--- config.mk ---
export PLATFORM = sky130hd
export DESIGN_NAME = uart_tx_packetizer
export DESIGN_NICKNAME = d
export VERILOG_FILES = /design/src/rtl/uart_tx_packetizer.sv
export SDC_FILE = /design/constraint.sdc
export NUM_CORES = 1
export LEC_CHECK = 0
export BUFFER_PORTS_ARGS = -buffer_cell sky130_fd_sc_hd__buf_2
export CORE_UTILIZATION = 40
export DETAILED_ROUTE_END_ITERATION = 16
export HOLD_SLACK_MARGIN = 0.1
export MAX_ROUTING_LAYER = met4
export PLACE_DENSITY_LB_ADDON = 0.12
export SLEW_MARGIN = 30
export SYNTH_ARGS = -nofsm -noshare
export SYNTH_HDL_FRONTEND = slang
export SYNTH_SLANG_ARGS = --single-unit
--- constraint.sdc ---
create_clock -name clk -period 3.23 [get_ports clk]
set_clock_uncertainty 0.2 [all_clocks]
set_input_delay 0.323 -clock clk [delete_from_list [all_inputs] [get_ports clk]]
set_output_delay 0.323 -clock clk [all_outputs]
set_load 0.03 [all_outputs]
--- src/rtl/uart_tx_packetizer.sv ---
`default_nettype none
//------------------------------------------------------------------------------
// Module   : uart_tx_packetizer
// Purpose  : Serializes a W_BUS-bit payload as N_WORDS back-to-back UART
//            words (start bit, LSB-first data, trailing ones).
// Options  : UART_TX_PARITY_EN - first trailing bit carries even parity.
// Revision : 1.0 - initial release
//------------------------------------------------------------------------------
module uart_tx_packetizer #(
  parameter int CLOCKS_PER_PULSE = 4,
  parameter int BITS_PER_WORD    = 8,
  parameter int PACKET_SIZE_TX   = 13,
  parameter int W_BUS            = 40
) (
  input  logic             clk,
  input  logic             rstn,
  input  logic [W_BUS-1:0] s_data,
  input  logic             s_valid,
  output logic             s_ready,
  output logic             tx,
  output logic             busy
);

  localparam int N_WORDS = W_BUS / BITS_PER_WORD;
`ifdef UART_TX_PARITY_EN
  localparam int PAR_BITS = 1;
`else
  localparam int PAR_BITS = 0;
`endif
  localparam int W_CC = $clog2(CLOCKS_PER_PULSE);
  localparam int W_BC = $clog2(PACKET_SIZE_TX);
  localparam int W_WC = (N_WORDS > 1) ? $clog2(N_WORDS) : 1;

  localparam logic [W_CC-1:0] CC_LAST = W_CC'(CLOCKS_PER_PULSE - 1);
  localparam logic [W_BC-1:0] BC_LAST = W_BC'(PACKET_SIZE_TX - 1);
  localparam logic [W_BC-1:0] BC_BPW  = W_BC'(BITS_PER_WORD);
  localparam logic [W_WC-1:0] WC_LAST = W_WC'(N_WORDS - 1);

  // Reject parameter sets that cannot form a legal frame.
  generate
    if ((W_BUS % BITS_PER_WORD) != 0) begin : g_chk_width
      $error("W_BUS must be a multiple of BITS_PER_WORD");
    end
    if (PACKET_SIZE_TX < BITS_PER_WORD + 2 + PAR_BITS) begin : g_chk_packet
      $error("PACKET_SIZE_TX too small for start, data and stop bits");
    end
    if (CLOCKS_PER_PULSE < 2) begin : g_chk_cpp
      $error("CLOCKS_PER_PULSE must be at least 2");
    end
  endgenerate

  typedef enum logic [0:0] {
    ST_IDLE = 1'b0,
    ST_SEND = 1'b1
  } state_t;

  state_t            state_q, state_d;
  logic [W_CC-1:0]   cc_q, cc_d;      // clocks within the current bit period
  logic [W_BC-1:0]   bc_q, bc_d;      // bit period within the current word
  logic [W_WC-1:0]   wc_q, wc_d;      // word index within the payload
  logic [W_BUS-1:0]  data_q, data_d;  // captured payload, current word in LSBs
  logic              tx_q, tx_d;
  logic              ready_q, ready_d;
  logic              busy_q, busy_d;

  // Line level for a given bit period of the word currently in the LSBs.
  function automatic logic bit_value(input logic [W_BC-1:0]          bc,
                                     input logic [BITS_PER_WORD-1:0] w);
    logic                     v;
    logic [BITS_PER_WORD-1:0] sh;
    v  = 1'b1;
    sh = w >> (bc - W_BC'(1));
    if (bc == '0) begin
      v = 1'b0;
    end else if (bc <= BC_BPW) begin
      v = sh[0];
    end
`ifdef UART_TX_PARITY_EN
    else if (bc == BC_BPW + W_BC'(1)) begin
      v = ^w;
    end
`endif
    return v;
  endfunction

  // State, counters, payload and registered outputs.
  always_ff @(posedge clk or negedge rstn) begin
    if (!rstn) begin
      state_q <= ST_IDLE;
      cc_q    <= '0;
      bc_q    <= '0;
      wc_q    <= '0;
      data_q  <= '0;
      tx_q    <= 1'b1;
      ready_q <= 1'b0;
      busy_q  <= 1'b0;
    end else begin
      state_q <= state_d;
      cc_q    <= cc_d;
      bc_q    <= bc_d;
      wc_q    <= wc_d;
      data_q  <= data_d;
      tx_q    <= tx_d;
      ready_q <= ready_d;
      busy_q  <= busy_d;
    end
  end

  // Next-state logic: accept in IDLE, walk clock/bit/word counters in SEND.
  always_comb begin
    state_d = state_q;
    cc_d    = cc_q;
    bc_d    = bc_q;
    wc_d    = wc_q;
    data_d  = data_q;
    tx_d    = tx_q;
    ready_d = ready_q;
    busy_d  = busy_q;
    case (state_q)
      ST_IDLE: begin
        tx_d    = 1'b1;
        ready_d = 1'b1;
        busy_d  = 1'b0;
        if (s_valid && ready_q) begin
          state_d = ST_SEND;
          data_d  = s_data;
          cc_d    = '0;
          bc_d    = '0;
          wc_d    = '0;
          tx_d    = 1'b0;
          ready_d = 1'b0;
          busy_d  = 1'b1;
        end
      end
      ST_SEND: begin
        ready_d = 1'b0;
        busy_d  = 1'b1;
        if (cc_q == CC_LAST) begin
          cc_d = '0;
          if (bc_q == BC_LAST) begin
            bc_d = '0;
            if (wc_q == WC_LAST) begin
              state_d = ST_IDLE;
              wc_d    = '0;
              tx_d    = 1'b1;
              ready_d = 1'b1;
              busy_d  = 1'b0;
            end else begin
              // Next word moves into the LSBs and starts with its start bit.
              wc_d   = wc_q + W_WC'(1);
              data_d = data_q >> BITS_PER_WORD;
              tx_d   = 1'b0;
            end
          end else begin
            bc_d = bc_q + W_BC'(1);
            tx_d = bit_value(bc_d, data_q[BITS_PER_WORD-1:0]);
          end
        end else begin
          cc_d = cc_q + W_CC'(1);
        end
      end
      default: begin
        state_d = ST_IDLE;
      end
    endcase
  end

  assign tx      = tx_q;
  assign s_ready = ready_q;
  assign busy    = busy_q;

endmodule
`default_nettype wire

---- Word-level counts from Yosys, hierarchy flattened ----
Index checks and enable logic that the tools add are counted.
operators by class
  bitwise logic cells ..................... 1
  reduce and logical (&&, ||, !) cells .... 5
  multipliers ............................. 0
  add/sub/neg operators ................... 4
  equality and inequality tests ........... 7
  div/mod/pow operators ................... 0
  shift operators ......................... 1
  $lt $le $gt $ge ......................... 1
  multiplexer cells ....................... 32
operators by type and width
  operator                                                            count
  40-bit 2-to-1 mux                                                   4
  40-bit case mux with 2 select lines                                 1
  1-bit 2-to-1 mux                                                    12
  3-bit 2-to-1 mux                                                    4
  4-bit 2-to-1 mux                                                    3
  4-bit case mux with 2 select lines                                  1
  8-bit by 4-bit >> shifter with 1-bit output                         1
  1-bit case mux with 2 select lines                                  3
  3-bit case mux with 2 select lines                                  1
  4-bit by 1-bit adder with 4-bit output, second input constant       1
  4-bit == test, second input constant                                1
  4-bit less-or-equal comparator, second input constant               1
  4-bit zero test                                                     1
  2-bit 2-to-1 mux                                                    2
  2-bit by 1-bit != test with 1-bit output, second input constant     2
  2-bit != test, second input constant                                2
  2-bit case mux with 2 select lines                                  1
  4-bit AND reduction                                                 1
  4-bit by 1-bit subtractor with 4-bit output, second input constant  1
  3-bit by 1-bit adder with 3-bit output, second input constant       1
  3-bit == test, second input constant                                1
  3-bit AND reduction                                                 1
  2-bit by 1-bit adder with 2-bit output, second input constant       1
  2-bit == test, second input constant                                1
  3 further kinds                                                     3
word-level totals
  RAM bits ................................ 0
  register bits after elaboration ......... 52
  bits in read-only memories .............. 0
  memories ................................ 0
  logic and storage cells ................. 58
  latch bits .............................. 0
  output and inout bits ................... 3
  input bits .............................. 43

---- Longest topological paths before layout ----
  depth in word-level cells ............... 8
  mapped depth ............................ 8
  depth with buffers taken out ............ 6

---- Worst setup path before layout ----
No wires, ideal clock.
  path type ............................... register -> register
  start ................................... register, netlist name busy
  end ..................................... register data_q[0]
  data required time ...................... 2.905 ns
  arrival ................................. 1.745 ns
  setup slack ............................. 1.160 ns
  buffers on the path ..................... 3
  stages on the path, launching flop included .. 8
  period minus slack after synthesis ...... 2.070 ns
  setup time .............................. 0.125 ns
  path through ............................ dfrtp_1 buf_6 and3b_1 buf_6 nor2_4 a21o_4 buf_6 mux2_4
RTL lines
  element               line  RTL
  end signal, assigned  102   data_q <= data_d;
  end, declared         61    logic [W_BUS-1:0] data_q, data_d;

---- Worst setup path after layout ----
  start ................................... register cc_q[0]
  end ..................................... register data_q[19]
between the ends
  longest elaborated chain between the ends .. 3
ends and longest elaborated chain
  element                                                    line  RTL
  start, declared                                            58    logic [W_CC-1:0] cc_q, cc_d;
  start signal, assigned                                     90    cc_q <= '0;
  start signal, assigned                                     99    cc_q <= cc_d;
  2-bit == test                                              138   if (cc_q == CC_LAST) begin
  2-bit by 1-bit != test with 1-bit output (no source line)  n/a
  4-bit AND reduction (no source line)                       n/a
No other way between the ends.
A chain may end at the register's enable or synchronous reset.

==> flow_summary.json <==
{
  "ys_ff_latch": 52,
  "syn_inst": 199,
  "yosys_warnings": 0,
  "cp.arrival_ns": 2.42,
  "drc": 0,
  "critical_path_class": "reg2reg",
  "avgSynthCellArea_um2": 14.0,
  "drt_pass1_iterations": 4,
  "place_area_um2": 3040,
  "cts_tree": "built",
  "antenna_left": 0,
  "fin_area_um2": 3230,
  "grt_usage": 0.162,
  "ys_seq_area_frac": 0.468,
  "fin_crit_sh": 0.751,
  "io_buffers": 45,
  "synth_top_family_by_area": "multiplexers",
  "die_h_um": 85.4,
  "power_density_nw_per_um2": 773,
  "via_per_inst": 5.19,
  "post-place-ws_ns": 0.811,
  "worstPathRequired_ns": 3.23,
  "post_drt_wl_per_cell_um": 15.9,
  "layout_commonest_cell": "dfrtp_1",
  "min_period_ns": 2.42,
  "layout-drive-gt1-share": 0.510,
  "synth_area_leader_cell": "dfrtp_1",
  "start_kind": "flip-flop",
  "path_clk_slew_ns": 0.10,
  "n_fill_cell": 619,
  "drtIter0Drc": 51,
  "critPathMaxFanout": 37,
  "total_power_mw": 2.50,
  "finalNetCount": 300,
  "synthSimpleGateAreaFrac": 0.0432,
  "hpwl_um": 3570,
  "h-tree-depth": 2,
  "slew_headroom": 0.576,
  "synth-xor-area-share": 0,
  "io-pin-count": 46,
  "netlist_top_cells_area": "dfrtp_1 (46%), mux2_4 (17%), mux2_2 (13%), a22o_1 (4.7%), buf_6 (2.4%)",
  "critPathTopFamily": "compound AO/OA/AOI/OAI gates",
  "syn_area_um2": 2780,
  "numCtsBuffers": 5,
  "synth_compound_area_frac": 0.0976,
  "start_util": 0.412,
  "clk_latency_ns": 0.31,
  "clock.fmax_ghz": 0.412,
  "path_buf_inv": 0,
  "die_area_um2": 7290,
  "synth_top_area_frac": 0.459,
  "peakVddDrop_uv": 269,
  "worst_pin_slew_ns": 0.636,
  "n_antenna_cell": 0,
  "crit_path_cell_trace": "ha_1, and2_1, nor2_4, a21o_4, mux2_4",
  "tns_ns": 0,
  "ff_latch_area_um2": 1300,
  "synthToLayoutAreaGrowth_pct": 16.1,
  "slowest_delay_ns": 0.53,
  "drv_slew": 0,
  "layout_common_cells": "dfrtp_1 (50), buf_2 (45), mux2_2 (33)",
  "max_cap_violations": 0,
  "outcome": "finished, final reports clean",
  "die_x_um": 85.4,
  "hold_violations": 0,
  "synthAdderAreaFrac": 0.0225,
  "grt_start_max_net_pins": 44,
  "rows": 30,
  "setup_violations": 0,
  "layout_setup_ws_ns": 0.805,
  "clock_sinks": 52,
  "netlist-cell-type-count": 39,
  "cts_root_buf": "clkbuf_8",
  "muxShareOfSynthArea": 0.326,
  "grt_pass1_wl_um": 8780,
  "endpoint_kind": "flip-flop",
  "grt_pass1_vias": 1717,
  "slowest_stage": "a21o_4",
  "p_leak_nw": 1.65,
  "rsz0062_at_grt": "no",
  "antenna_found_initial": 0,
  "syn-num-nets": 247,
  "worstHoldPathType": "in2reg",
  "place_congestion": 0.807,
  "post_cts_buffers": 0,
  "dr_total_vias": 1727,
  "drt-total-wl_um": 5300,
  "coreArea_um2": 6760,
  "gr-total-overflow": 0,
  "multi_input_area_um2": 1360,
  "cts_max_path_buffers": 2
}
[where the power goes]
group          internal (mW)  total (mW)  leakage [nW]  switching (mW)
registers              0.934        1.13         0.647           0.199
logic                  0.636       0.968         0.952           0.333
clock network          0.176       0.396        0.0516           0.221
[registers in the layout (all words and copies together) (netlist names)]
signal / cells
cc_q: 2
wc_q: 3
s_ready: 1
data_q: 40
tx: 1
busy: 1
bc_q: 4
[cell type report]
cell class | count | area share
clock inverter | 2 | 0.00426
clock buffer | 6 | 0.0256
inverter | 6 | 0.00697
timing repair buffer | 58 | 0.107
sequential | 52 | 0.404
tap | 80 | 0.0310
multi-input combinational | 129 | 0.422
[cell usage after synthesis]
library cell  instances
dfrtp_1              51
mux2_2               33
mux2_4               32
a22o_1               15
buf_6                 6
inv_1                 6
ha_1                  5
nand2_1               5
clkbuf_1              4
nor2_1                4
o21ai_0               3
a21oi_1               2
a31oi_1               2
and3_1                2
mux4_2                2
nand3_1               2
nor3_1                2
o31ai_1               2
a211oi_1              1
a21boi_0              1
a21o_1                1
a21o_4                1
a221oi_1              1
a31o_1                1
a32o_1                1
and2_1                1
and3b_1               1
buf_2                 1
buf_4                 1
dfstp_2               1
mux2i_1               1
nor2_4                1
nor2b_1               1
nor4_1                1
nor4b_1               1
o21a_1                1
o22ai_1               1
o41ai_1               1
or2_2                 1
[path summary, 6_finish.rpt]
path                       slack [ns]  depth (start not counted)          to  startpoint
setup / recovery                 0.81                          5  data_q[19]     cc_q[0]
hold / removal                   0.16                          3   data_q[3]   s_data[3]
setup reg to reg                 0.81                          5  data_q[19]     cc_q[0]
hold reg to reg                  0.30                          1  data_q[36]  data_q[36]
max in group asynchronous        1.65                          3          tx        rstn
min in group asynchronous        0.38                          2     wc_q[2]        rstn
[kinds of logic after synthesis]
family | Yosys count
buffers and inverters | 18
adders and majority gates | 5
AOI/OAI and AO/OA | 34
and+or+nand+nor | 22
DFF | 52
muxes | 68
[repair_timing]
action / in CTS / in global routing
hold buffers: 9 / 0
endpoints found under the hold margin: 32 / 0
gates resized for setup: 0 / 0
[through the flow]
| stage | hold slack, ns | util | cells |
|---|---|---|---|
| 5_1_grt | 0.164 | 0.478 | 333 |
| 3_5_place_dp | 0.185 | 0.450 | 316 |
| 6_report | 0.162 | 0.478 | 333 |
| 4_1_cts | 0.153 | 0.478 | 333 |
| 2_1_floorplan | -0.173 | - | 199 |
| 3_3_place_gp | 0.182 | 0.450 | 316 |
[metal layers]
metal  vias up  part of all wire  GRT usage
met4         0             0.012     0.0500
met1       843              0.51      0.230
met5         -                 0          -
met2        33              0.45      0.236
li1        845                 -          -
met3         6             0.027     0.0292
[tightest hold or removal path: stages]
cell and delay [ns]:
buf_2 0.07, mux2_2 0.13, mux2_4 0.12
Power figures use the tool's default switching activity.
